## config.mk

```make
export PLATFORM = sky130hd
export DESIGN_NAME = lab2_proc_imem_resp_unit
export DESIGN_NICKNAME = d
export VERILOG_FILES = /design/src/rtl/lab2_proc_fetch_pkg.sv /design/src/rtl/lab2_proc_imem_resp_queue.sv /design/src/rtl/lab2_proc_imem_resp_unit.sv
export SDC_FILE = /design/constraint.sdc
export NUM_CORES = 1
export LEC_CHECK = 0
export ABC_CLOCK_PERIOD_IN_PS = 3000
export CAP_MARGIN = 20
export CORE_MARGIN = 4
export CORE_UTILIZATION = 41
export DETAILED_ROUTE_END_ITERATION = 8
export HOLD_SLACK_MARGIN = 0.08
export PLACE_DENSITY = 0.85
export SLEW_MARGIN = 40
export SYNTH_ARGS = -nofsm -noshare
export SYNTH_HDL_FRONTEND = slang
export SYNTH_SLANG_ARGS = --single-unit
export TNS_END_PERCENT = 1
```

## constraint.sdc

```tcl
create_clock -name clk -period 3 [get_ports clk]
set_input_delay 0.6 -clock clk [delete_from_list [all_inputs] [get_ports clk]]
set_output_delay 0.6 -clock clk [all_outputs]
set_load 0.05 [all_outputs]
```

## src/rtl/lab2_proc_fetch_pkg.sv

```systemverilog
// Shared fetch-side types, sizes and helpers for the imem response path.
// Latency: n/a (declarations only).
// Backpressure: n/a (declarations only).
package lab2_proc_fetch_pkg;

  // Default response queue depth, which is also the fetch credit limit.
  localparam int c_imem_resp_entries = 2;

  // 4-byte memory response message (47 bits). The field order matches the
  // vc/mem-msgs layout: type, opaque, test, len, data.
  typedef struct packed {
    logic [2:0]  type_;
    logic [7:0]  opaque;
    logic [1:0]  test;
    logic [1:0]  len;
    logic [31:0] data;
  } mem_resp_4B_t;

  // Bits needed for a counter that can hold the values 0..n.
  function automatic int cnt_width(input int n);
    return $clog2(n + 1);
  endfunction

endpackage

```

## src/rtl/lab2_proc_imem_resp_queue.sv

```systemverilog
// Circular-buffer FIFO with enqueue, dequeue and single-cycle flush.
// Latency: an enqueued word appears at deq_data the cycle after it is written.
// Backpressure: the caller gates enq; enq on full is accepted only with a same-cycle deq.
module lab2_proc_imem_resp_queue
  import lab2_proc_fetch_pkg::*;
#(
  parameter int p_entries = 2,
  parameter int p_width   = 32
)(
  input  logic                            clk,
  input  logic                            reset,
  input  logic                            enq_val,
  input  logic [p_width-1:0]              enq_data,
  input  logic                            deq_en,
  input  logic                            flush,
  output logic [p_width-1:0]              deq_data,
  output logic [cnt_width(p_entries)-1:0] count,
  output logic                            full,
  output logic                            empty
);

  localparam int c_ptr_w = (p_entries > 1) ? $clog2(p_entries) : 1;
  localparam int c_cnt_w = cnt_width(p_entries);

  logic [p_width-1:0] mem [p_entries];
  logic [c_ptr_w-1:0] wr_ptr;
  logic [c_ptr_w-1:0] rd_ptr;
  logic               do_enq;
  logic               do_deq;

  // Pointers wrap modulo the depth, so non power-of-two depths also work.
  function automatic logic [c_ptr_w-1:0] ptr_inc(input logic [c_ptr_w-1:0] p);
    return (p == c_ptr_w'(p_entries - 1)) ? '0 : p + 1'b1;
  endfunction

  assign full     = (count == c_cnt_w'(p_entries));
  assign empty    = (count == '0);
  assign do_enq   = enq_val && (!full || deq_en) && !flush;
  assign do_deq   = deq_en && !empty && !flush;
  assign deq_data = mem[rd_ptr];

  // Storage is left unreset; only pointers and count define validity.
  always_ff @(posedge clk) begin
    if (do_enq) mem[wr_ptr] <= enq_data;
  end

  // Pointer and occupancy tracking; flush empties the buffer in one cycle.
  always_ff @(posedge clk) begin
    if (reset || flush) begin
      wr_ptr <= '0;
      rd_ptr <= '0;
      count  <= '0;
    end else begin
      if (do_enq) wr_ptr <= ptr_inc(wr_ptr);
      if (do_deq) rd_ptr <= ptr_inc(rd_ptr);
      if (do_enq && !do_deq)      count <= count + 1'b1;
      else if (!do_enq && do_deq) count <= count - 1'b1;
    end
  end

endmodule

```

## src/rtl/lab2_proc_imem_resp_unit.sv

```systemverilog
// Fetch response unit: credits, in-flight count, response buffering, squash drop.
// Latency: response to deq_val is 1 cycle, or 0 cycles with LAB2_PROC_IMEM_RESP_BYPASS_EN.
// Backpressure: credits (req_ok) reserve a slot per fetch; imemresp_rdy drops only when full.
module lab2_proc_imem_resp_unit
  import lab2_proc_fetch_pkg::*;
#(
  parameter int p_num_entries = c_imem_resp_entries
)(
  input  logic                                clk,
  input  logic                                reset,
  input  logic                                imemreq_val,
  input  logic                                imemreq_rdy,
  output logic                                req_ok,
  input  logic                                imemresp_val,
  output logic                                imemresp_rdy,
  input  mem_resp_4B_t                        imemresp_msg,
  input  logic                                squash,
  output logic                                deq_val,
  input  logic                                deq_rdy,
  output logic [31:0]                         deq_data,
  output logic [cnt_width(p_num_entries)-1:0] num_outstanding
);

  localparam int           c_w     = cnt_width(p_num_entries);
  localparam logic [c_w:0] c_limit = (c_w + 1)'(p_num_entries);

  logic [c_w-1:0] outstanding;
  logic [c_w-1:0] drop_cnt;
  logic [c_w-1:0] q_count;
  logic [c_w:0]   inflight;
  logic [31:0]    q_head;
  logic [31:0]    resp_data;
  logic           q_full;
  logic           q_empty;
  logic           q_enq;
  logic           q_pop;
  logic           req_fire;
  logic           resp_fire;
  logic           deq_fire;
  logic           dropping;
  logic           unused_msg_bits;

  assign unused_msg_bits = ^{imemresp_msg.type_, imemresp_msg.opaque,
                             imemresp_msg.test, imemresp_msg.len};

  assign resp_data       = imemresp_msg.data;
  assign req_fire        = imemreq_val && imemreq_rdy;
  assign resp_fire       = imemresp_val && imemresp_rdy;
  assign deq_fire        = deq_val && deq_rdy;
  assign dropping        = squash || (drop_cnt != '0);
  assign inflight        = {1'b0, outstanding} + {1'b0, q_count};
  assign req_ok          = (inflight < c_limit);
  assign imemresp_rdy    = dropping || !q_full;
  assign num_outstanding = outstanding;

`ifdef LAB2_PROC_IMEM_RESP_BYPASS_EN
  logic bypass;
  assign bypass = q_empty && resp_fire && (drop_cnt == '0) && !squash;

  // Bypass steering: an arriving word goes straight to D when the queue is empty.
  always_comb begin
    deq_val  = !squash && (!q_empty || bypass);
    deq_data = q_empty ? resp_data : q_head;
    q_enq    = resp_fire && !dropping && !(bypass && deq_rdy);
    q_pop    = deq_fire && !q_empty;
  end
`else
  // Queued steering: D only ever sees the registered queue head.
  always_comb begin
    deq_val  = !squash && !q_empty;
    deq_data = q_head;
    q_enq    = resp_fire && !dropping;
    q_pop    = deq_fire;
  end
`endif

  lab2_proc_imem_resp_queue #(
    .p_entries (p_num_entries),
    .p_width   (32)
  ) u_queue (
    .clk      (clk),
    .reset    (reset),
    .enq_val  (q_enq),
    .enq_data (resp_data),
    .deq_en   (q_pop),
    .flush    (squash),
    .deq_data (q_head),
    .count    (q_count),
    .full     (q_full),
    .empty    (q_empty)
  );

  // In-flight request counter; a fetch issued in a squash cycle is the redirect and counts here.
  always_ff @(posedge clk) begin
    if (reset) begin
      outstanding <= '0;
    end else begin
      case ({req_fire, resp_fire})
        2'b10:   outstanding <= outstanding + 1'b1;
        2'b01:   outstanding <= outstanding - 1'b1;
        default: outstanding <= outstanding;
      endcase
    end
  end

  // Squash marks every older in-flight fetch (not yet answered) for discard.
  always_ff @(posedge clk) begin
    if (reset) begin
      drop_cnt <= '0;
    end else if (squash) begin
      drop_cnt <= resp_fire ? outstanding - 1'b1 : outstanding;
    end else if ((drop_cnt != '0) && resp_fire) begin
      drop_cnt <= drop_cnt - 1'b1;
    end
  end

`ifndef SYNTHESIS
  // The credit rule makes both of these unreachable with a well-behaved ctrl/imem.
  a_no_overflow: assert property (@(posedge clk) disable iff (reset)
    !(req_fire && !resp_fire && (outstanding == c_w'(p_num_entries))));
  a_no_underflow: assert property (@(posedge clk) disable iff (reset)
    !(resp_fire && (outstanding == '0)));
`endif

endmodule

```

==> results of run 1 <==
timing repair:
action | 4_1_cts | 5_1_grt
hold buffers | 0 | 0
setup buffers | 0 | 0
gates resized for setup | 0 | 1
setup endpoints to repair | 0 | 1
Yosys cell counts (3+ instances only):
library cell / n
edfxtp_1: 64
mux2_2: 30
dfxtp_1: 9
nand2_1: 5
buf_2: 4
inv_1: 4
or3_1: 4
xnor2_1: 4
a21oi_1: 3
and2_1: 3
ha_1: 3
mux2i_1: 3
nand2b_1: 3
nor2_1: 3
xor2_1: 3
worst min-delay path: cells and delay by family, from the launching register on:
family	cells	cell delay, ns
flip-flops	1	0.31
AND/OR/NAND/NOR	1	0.08
multiplexers	1	0.07
cell usage in the layout, fill, tap and decap left out, drive strengths merged:
master and count:
nand2 5, nor2 3, mux2 32, nor3b 1, mux2i 3, dlymetal6s2s 1
inv 5, clkinv 4, a21oi 3, o21ba 1, xnor2 4, and2b 1
clkdlybuf4s50 40, dfxtp 9, xor2 3, buf 39, a211oi 2, clkinvlp 1
and3 1, nor2b 2, o21a 1, bufinv 1, edfxtp 64, ha 3
fa 1, nand2b 3, clkbuf 9, and2 3, or3 4, or2 1
o21ai 2
worst min path at each step:
stage               cells past startpoint            from             end
finish                                  2  u_queue.rd_ptr       flip-flop
global route                            2  u_queue.rd_ptr       flip-flop
CTS                                     2  u_queue.rd_ptr       flip-flop
detailed placement                      2  u_queue.rd_ptr       flip-flop
global placement                        2  u_queue.rd_ptr  u_queue.rd_ptr
floorplan                               2  u_queue.rd_ptr       flip-flop
sequential cells by signal, summed over array words and instances, names as in the netlist, named ones only:
signal,cells
u_queue.count,2
u_queue.mem,64
u_queue.wr_ptr,1
u_queue.rd_ptr,1
drop_cnt,2
num_outstanding,2
metal layers:
metal | share of wire (%) | global-route usage, % | up-vias
li1 | - | - | 780
met1 | 42 | 14.5 | 780
met2 | 51 | 21.1 | 51
met3 | 5.8 | 4.31 | 8
met4 | 1.6 | 6.41 | 0
met5 | 0 | 0 | -
power groups by stage:
stage               Sequential (mW)  Combinational, mW  Clock (mW)
global route                   1.17              0.416       0.837
detailed placement             1.19              0.398           0
global placement               1.18              0.391           0
finish                         1.16              0.395       0.761
CTS                            1.16              0.400       0.787
floorplan                      1.20              0.189           0
final cells by class:
cell class | count | area [µm²]
Sequential cell | 73 | 2100
Multi-Input combinational cell | 79 | 708
Inverter | 4 | 15.0
Fill cell | 497 | 2530
Clock inverter | 7 | 80.1
Clock buffer | 9 | 124
Tap cell | 80 | 100
Timing Repair Buffer | 80 | 1090
per-stage QoR:
stage	area [µm²]	hold slack, ns	total power, mW	util (%)
finish	4220	0.500	2.32	62.5
global route	4220	0.543	2.42	62.5
CTS	4220	0.512	2.35	62.5
detailed placement	4020	0.495	1.58	59.4
global placement	4020	0.468	1.57	59.4
floorplan	2840	0.456	1.38	-
cells by family (layout without fill, tap and decap cells):
kind of cell    Yosys count  in the layout
fa+ha+maj                 4              4
simple gates             24             24
buf+inv                   9            100
xor+xnor                  7              7
flops                    73             73
mux                      35             35
compound gates            9              9
==> impl_results.rst, run 1 <==
.. list-table::
   :header-rows: 1

   * - Metric
     - Value
   * - Result of the run
     - finished, final reports clean
   * - First-pass GRT wire length
     - 7.93 mm
   * - FP Rows
     - 30
   * - Worst R2R End
     - u_queue.count[1]
   * - Detailed Route Iter0 Violations
     - 39
   * - Int Pwr
     - 1.73 mW
   * - Pins Over Slew Limit
     - 0
   * - Area added between synthesis and finish
     - 48.6%
   * - CTS tree
     - yes
   * - Number of clock buffers inserted by TritonCTS
     - 9
   * - Clock network fraction of design power
     - 32.8%
   * - HPWL after DPL
     - 3.51 mm
   * - Asr flop ratio synth
     - 0%
   * - Biggest fanout along the worst timing path
     - 6
   * - GRT Util Overall
     - 12.7%
   * - Routed WL per cell
     - 14.9 µm
   * - Count of boundary I/O pins
     - 91
   * - Top flip-flop cell by instance count after synthesis
     - edfxtp_1
   * - Initial antenna violation count
     - 0
   * - Die Wd
     - 91.3 µm
   * - Launch point of the worst path
     - num_outstanding[0]
   * - Areal power density over the cells
     - 549 nW/µm²
   * - Leakage power of the design
     - 1.50 nW
   * - Combinational family with the most area after synthesis
     - multiplexers
   * - Number of stages on the worst setup path
     - 4
   * - Source of the worst register-to-register timing path
     - drop_cnt[0]
   * - Number of DRC violations after detailed routing
     - 0
   * - Port-buffer cells
     - 75
   * - Post-synthesis share of cell area spent on and, or, nand and nor gates
     - 4.71%
   * - Master cell of the clock root buffer
     - clkbuf_8
   * - Psw
     - 588 µW
   * - Critical path's top delay family
     - adder cells
   * - Nets
     - 305
   * - Xor-xnor portion of the synthesized cell area
     - 2.16%
   * - Source-to-sink clock delay at the later pin of the worst-skew pair
     - 0.34 ns
   * - Maximum Capacitance Violations
     - 0
   * - Yosys warning count
     - 0
   * - Post-route clock skew
     - 0.00938 ns
   * - Critical path startpoint category
     - flip-flop
   * - Share of cells above drive strength 1
     - 35.3%
   * - Number of cells after detailed placement
     - 316
   * - Initial Util
     - 42.1%
   * - CP Buf/Inv Count
     - 1
   * - Library cells used by synthesis
     - 27
   * - Critical path destination
     - req_ok
   * - Setup repair after global routing missed its margin
     - no
   * - Number of flops mapped to enable cells by yosys
     - 64
   * - Crit-path cells
     - nand2_1, fa_1, and2_1, dlymetal6s2s_1
   * - Die height
     - 91.3 µm
   * - Switching Share
     - 25.4%
   * - Core region area
     - 6760 µm²
   * - Post-synthesis sequential area ratio
     - 74.0%
   * - CTS clock-pin slew for the worst setup and hold paths
     - 0.07 ns
   * - Stage delay of the slowest cell on the critical path
     - 0.48 ns
   * - Standard cell with the maximum stage delay on the critical path
     - fa_1
   * - Final Hold Fails
     - 0
   * - Final Routed Wirelength
     - 4.96 mm
   * - Share of the synthesized area in compound gates (AO/OA/AOI/OAI)
     - 2.03%
   * - Mean post-synth cell area
     - 17.6 µm²
   * - Setup-failing EPs final
     - 0
   * - Largest cells by area after synthesis
     - edfxtp_1 (68%), mux2_2 (12%), dfxtp_1 (6.3%), ha_1 (1.3%), xnor2_1 (1.2%)
   * - Critical path start-end classification
     - reg2out
   * - Maximum number of pins on one net before global-route repair
     - 23
   * - Critical path required time
     - 2.40 ns
   * - Via count of the first global-routing pass
     - 1,651
   * - First-pass iteration count of the detailed router
     - 4
   * - Post-Syn Instances
     - 161
   * - Share of power burned in combinational logic
     - 17.1%
   * - Aggregate negative setup slack
     - 0 ns
   * - Total Die Area
     - 8330 µm²
   * - Adder and majority gate portion of the synthesized area
     - 2.03%
   * - Logic depth of the worst register-to-register path
     - 7
   * - Share of the clock period used by the worst path
     - 84.6%
   * - Sequential share of power
     - 50.1%
   * - Type of the most critical hold path
     - reg2reg
   * - Worst-Margin Slew
     - 0.588 ns
   * - Count of nets left with antenna violations after detail routing
     - 0
   * - Maximum clock rate
     - 394 MHz
   * - Share of synthesized area spent on multiplexers
     - 13.7%
   * - Synthesis-stage register bit count
     - 73
   * - Number of nets in the synthesized netlist
     - 219
   * - Grt total ovfl
     - 0
   * - ANT cells
     - 0
   * - Post-route minimum period
     - 2.54 ns
   * - Final Non-Filler Cells
     - 332
   * - Cell area after synthesis
     - 2840 µm²
   * - Post-detailed-route via-to-cell ratio
     - 4.88
   * - Flop2flop setup slack
     - 1.11 ns
   * - Critical path endpoint category
     - output pin
   * - Share of Yosys cell area claimed by the top area cell type
     - 67.6%
   * - Synth area leader
     - edfxtp_1
   * - Number of buffers on the longest clock path
     - 2
   * - RD Place Congestion
     - 0.696
   * - Final setup slack of the worst path
     - 0.461 ns
   * - Clk sink count
     - 73
   * - Setup WS pre-CTS
     - 0.446 ns
   * - Number of H-tree levels
     - 3
   * - Worst relative slew slack
     - 60.7%
   * - Max VDD drop
     - 0.314 mV
   * - Data arrival time of the worst path
     - 1.94 ns
   * - Vias after detailed routing
     - 1,619
Note: power is estimated with default switching activity, not from simulation.
==> inputs of run 2 (changes only) <==
--- a/config.mk
+++ b/config.mk
@@ -5,7 +5,7 @@
 export SDC_FILE = /design/constraint.sdc
 export NUM_CORES = 1
 export LEC_CHECK = 0
-export ABC_CLOCK_PERIOD_IN_PS = 3000
+export ABC_CLOCK_PERIOD_IN_PS = 2200
 export CAP_MARGIN = 20
 export CORE_MARGIN = 4
 export CORE_UTILIZATION = 41
==> constraint.sdc (replaced) <==
create_clock -name clk -period 2.2 [get_ports clk]
set_input_delay 0.44 -clock clk [delete_from_list [all_inputs] [get_ports clk]]
set_output_delay 0.44 -clock clk [all_outputs]
set_load 0.05 [all_outputs]
==> run 2 against run 1 <==
Critical path type unchanged. Die area stayed put. Cell count is 2.4% higher. Largest power group unchanged. First-iteration DRC count is 13% higher. Sequential share of layout area is 2.7 points higher. Sequential cell count stayed put. Largest cell class unchanged.
==> impl_results.rst, run 2 (same netlist as run 1, synthesis figures left out) <==
.. list-table::
   :header-rows: 1

   * - Metric
     - Value
   * - Result of the run
     - finished, final reports clean
   * - Maximum number of pins on one net before global-route repair
     - 30
   * - Die Wd
     - 91.3 µm
   * - Maximum Capacitance Violations
     - 0
   * - Grt total ovfl
     - 0
   * - Routed met1 length
     - 2.12 mm
   * - Max VDD drop
     - 0.620 mV
   * - Maximum clock rate
     - 470 MHz
   * - Top layer used by detailed routing
     - met4
   * - Number of DRC violations after detailed routing
     - 0
   * - Port-buffer cells
     - 75
   * - Critical path startpoint category
     - flip-flop
   * - Post-placement cell area
     - 3760 µm²
   * - Share of the clock period used by the worst path
     - 96.7%
   * - Flop2flop setup slack
     - 0.29 ns
   * - Total Die Area
     - 8330 µm²
   * - CTS tree
     - yes
   * - Die height
     - 91.3 µm
   * - Wire length on met3
     - 344 µm
   * - Post-route minimum period
     - 2.13 ns
   * - Worst Hold Slack
     - 0.506 ns
   * - Vias after detailed routing
     - 1,662
   * - Core region area
     - 6760 µm²
   * - CTS clock-pin slew for the worst setup and hold paths
     - 0.08 ns
   * - Number of buffers on the longest clock path
     - 2
   * - HPWL after DPL
     - 3.59 mm
   * - Post-detailed-route via-to-cell ratio
     - 4.89
   * - Worst relative slew slack
     - 66.2%
   * - Post-route clock skew
     - 0.00823 ns
   * - Count of nets left with antenna violations after detail routing
     - 0
   * - Worst-Margin Slew
     - 0.505 ns
   * - Clk sink count
     - 73
   * - Final Routed Wirelength
     - 5.30 mm
   * - Logic depth of the worst register-to-register path
     - 8
   * - Share of cells above drive strength 1
     - 38.5%
   * - Biggest fanout along the worst timing path
     - 5
   * - Number of clock buffers inserted by TritonCTS
     - 9
   * - RD Place Congestion
     - 0.742
   * - Source of the worst register-to-register timing path
     - drop_cnt[0]
   * - Pins Over Slew Limit
     - 0
   * - Critical path required time
     - 1.76 ns
   * - Largest reg by FF count
     - u_queue.mem
   * - Post-Layout Inst Area
     - 4010 µm²
   * - Leakage power of the design
     - 1.44 nW
   * - Hold Crit Start
     - u_queue.rd_ptr
   * - Worst R2R End
     - u_queue.count[1]
   * - First-pass iteration count of the detailed router
     - 4
   * - Areal power density over the cells
     - 830 nW/µm²
   * - Flip-flop count of the largest register after layout
     - 64
   * - Via count of the first global-routing pass
     - 1,831
   * - Source-to-sink clock delay at the later pin of the worst-skew pair
     - 0.33 ns
   * - Aggregate negative setup slack
     - 0 ns
   * - Data arrival time of the worst path
     - 1.69 ns
   * - Commonest non-fill, non-tap cells in the layout
     - edfxtp_1 (64), buf_4 (42), clkdlybuf4s50_1 (40), mux2_2 (30), clkbuf_8 (9)
   * - Initial antenna violation count
     - 0
   * - Number of H-tree levels
     - 3
   * - FP Rows
     - 30
   * - Critical path start-end classification
     - reg2out
   * - Setup-failing EPs final
     - 0
   * - Number of cells on the worst hold path
     - 2
   * - Routed WL per cell
     - 15.6 µm
   * - Leading cell type in the layout, fill and taps excluded
     - edfxtp_1
   * - Count of boundary I/O pins
     - 91
   * - Master cell of the clock root buffer
     - clkbuf_8
   * - Type of the most critical hold path
     - reg2reg
   * - Final Hold Fails
     - 0
   * - First-pass GRT wire length
     - 8.60 mm
   * - ANT cells
     - 0
   * - Area added between synthesis and finish
     - 41.0%
   * - GRT Util Overall
     - 13.4%
   * - Hold endpoint
     - u_queue.rd_ptr
   * - Detailed Route Iter0 Violations
     - 44
   * - Critical path endpoint category
     - output pin
   * - Wire length on met2
     - 2.76 mm
   * - Post-CTS Hold Fix Bufs
     - 0
   * - Initial Util
     - 42.1%
   * - Nets
     - 313
run 2: cell types whose count changed in the layout (fill, tap and decap cells not counted), moves of 2 or more:
cell,before,now
bufinv_16,1,3
dfxtp_1,9,7
buf_4,8,42
dfxtp_2,0,2
buf_12,31,6
clkinv_4,3,1
run 2: through the flow:
step	total power, mW	util [%]	std cells	setup WS, ns
after floorplan	1.89	-	161	0.00711
after global placement	2.09	55.7	324	0.0113
after detailed placement	2.10	55.7	324	-0.0150
after CTS	3.37	59.3	340	0.0280
after global routing	3.46	59.3	340	-0.00443
final	3.33	59.3	340	0.0727
run 2: worst max-delay path by stage:
stage / from / end / depth (start not counted)
2_1_floorplan: num_outstanding[0] / req_ok / 3
3_3_place_gp: squash / num_outstanding[1] / 7
3_5_place_dp: squash / num_outstanding[1] / 7
4_1_cts: num_outstanding[0] / req_ok / 4
5_1_grt: num_outstanding[1] / req_ok / 4
6_report: num_outstanding[1] / req_ok / 4
run 2: what timing repair did:
item	in CTS	in global routing
buffers inserted	0	0
gates resized for setup	0	1
endpoints found under the setup margin	0	2
run 2: final cells by class:
type                            count  area, µm²
Clock buffer                       10        128
Clock inverter                      6        115
Fill cell                         545       2750
Inverter                            4       15.0
Multi-Input combinational cell     79        709
Sequential cell                    73       2100
Tap cell                           80        100
Timing Repair Buffer               88        836
run 2: where the power goes:
part	switching [mW]	leakage, nW	internal, mW	total [mW]
Combinational	0.267	0.666	0.216	0.483
Sequential	0.0241	0.657	1.56	1.58
Clock	0.499	0.117	0.760	1.26
Total	0.791	1.44	2.54	3.33
run 2: worst max-delay path, stage by stage, from the launching register on:
cell and delay [ns]:
dfxtp_1 0.42, inv_1 0.09, fa_1 0.54, and2_1 0.17, buf_12 0.14
run 2: per-layer routing:
metal	global-route usage [%]	vias up
met3	4.39	7
met4	5.65	0
met2	23.7	50
li1	-	791
met1	14.6	814
met5	0	-
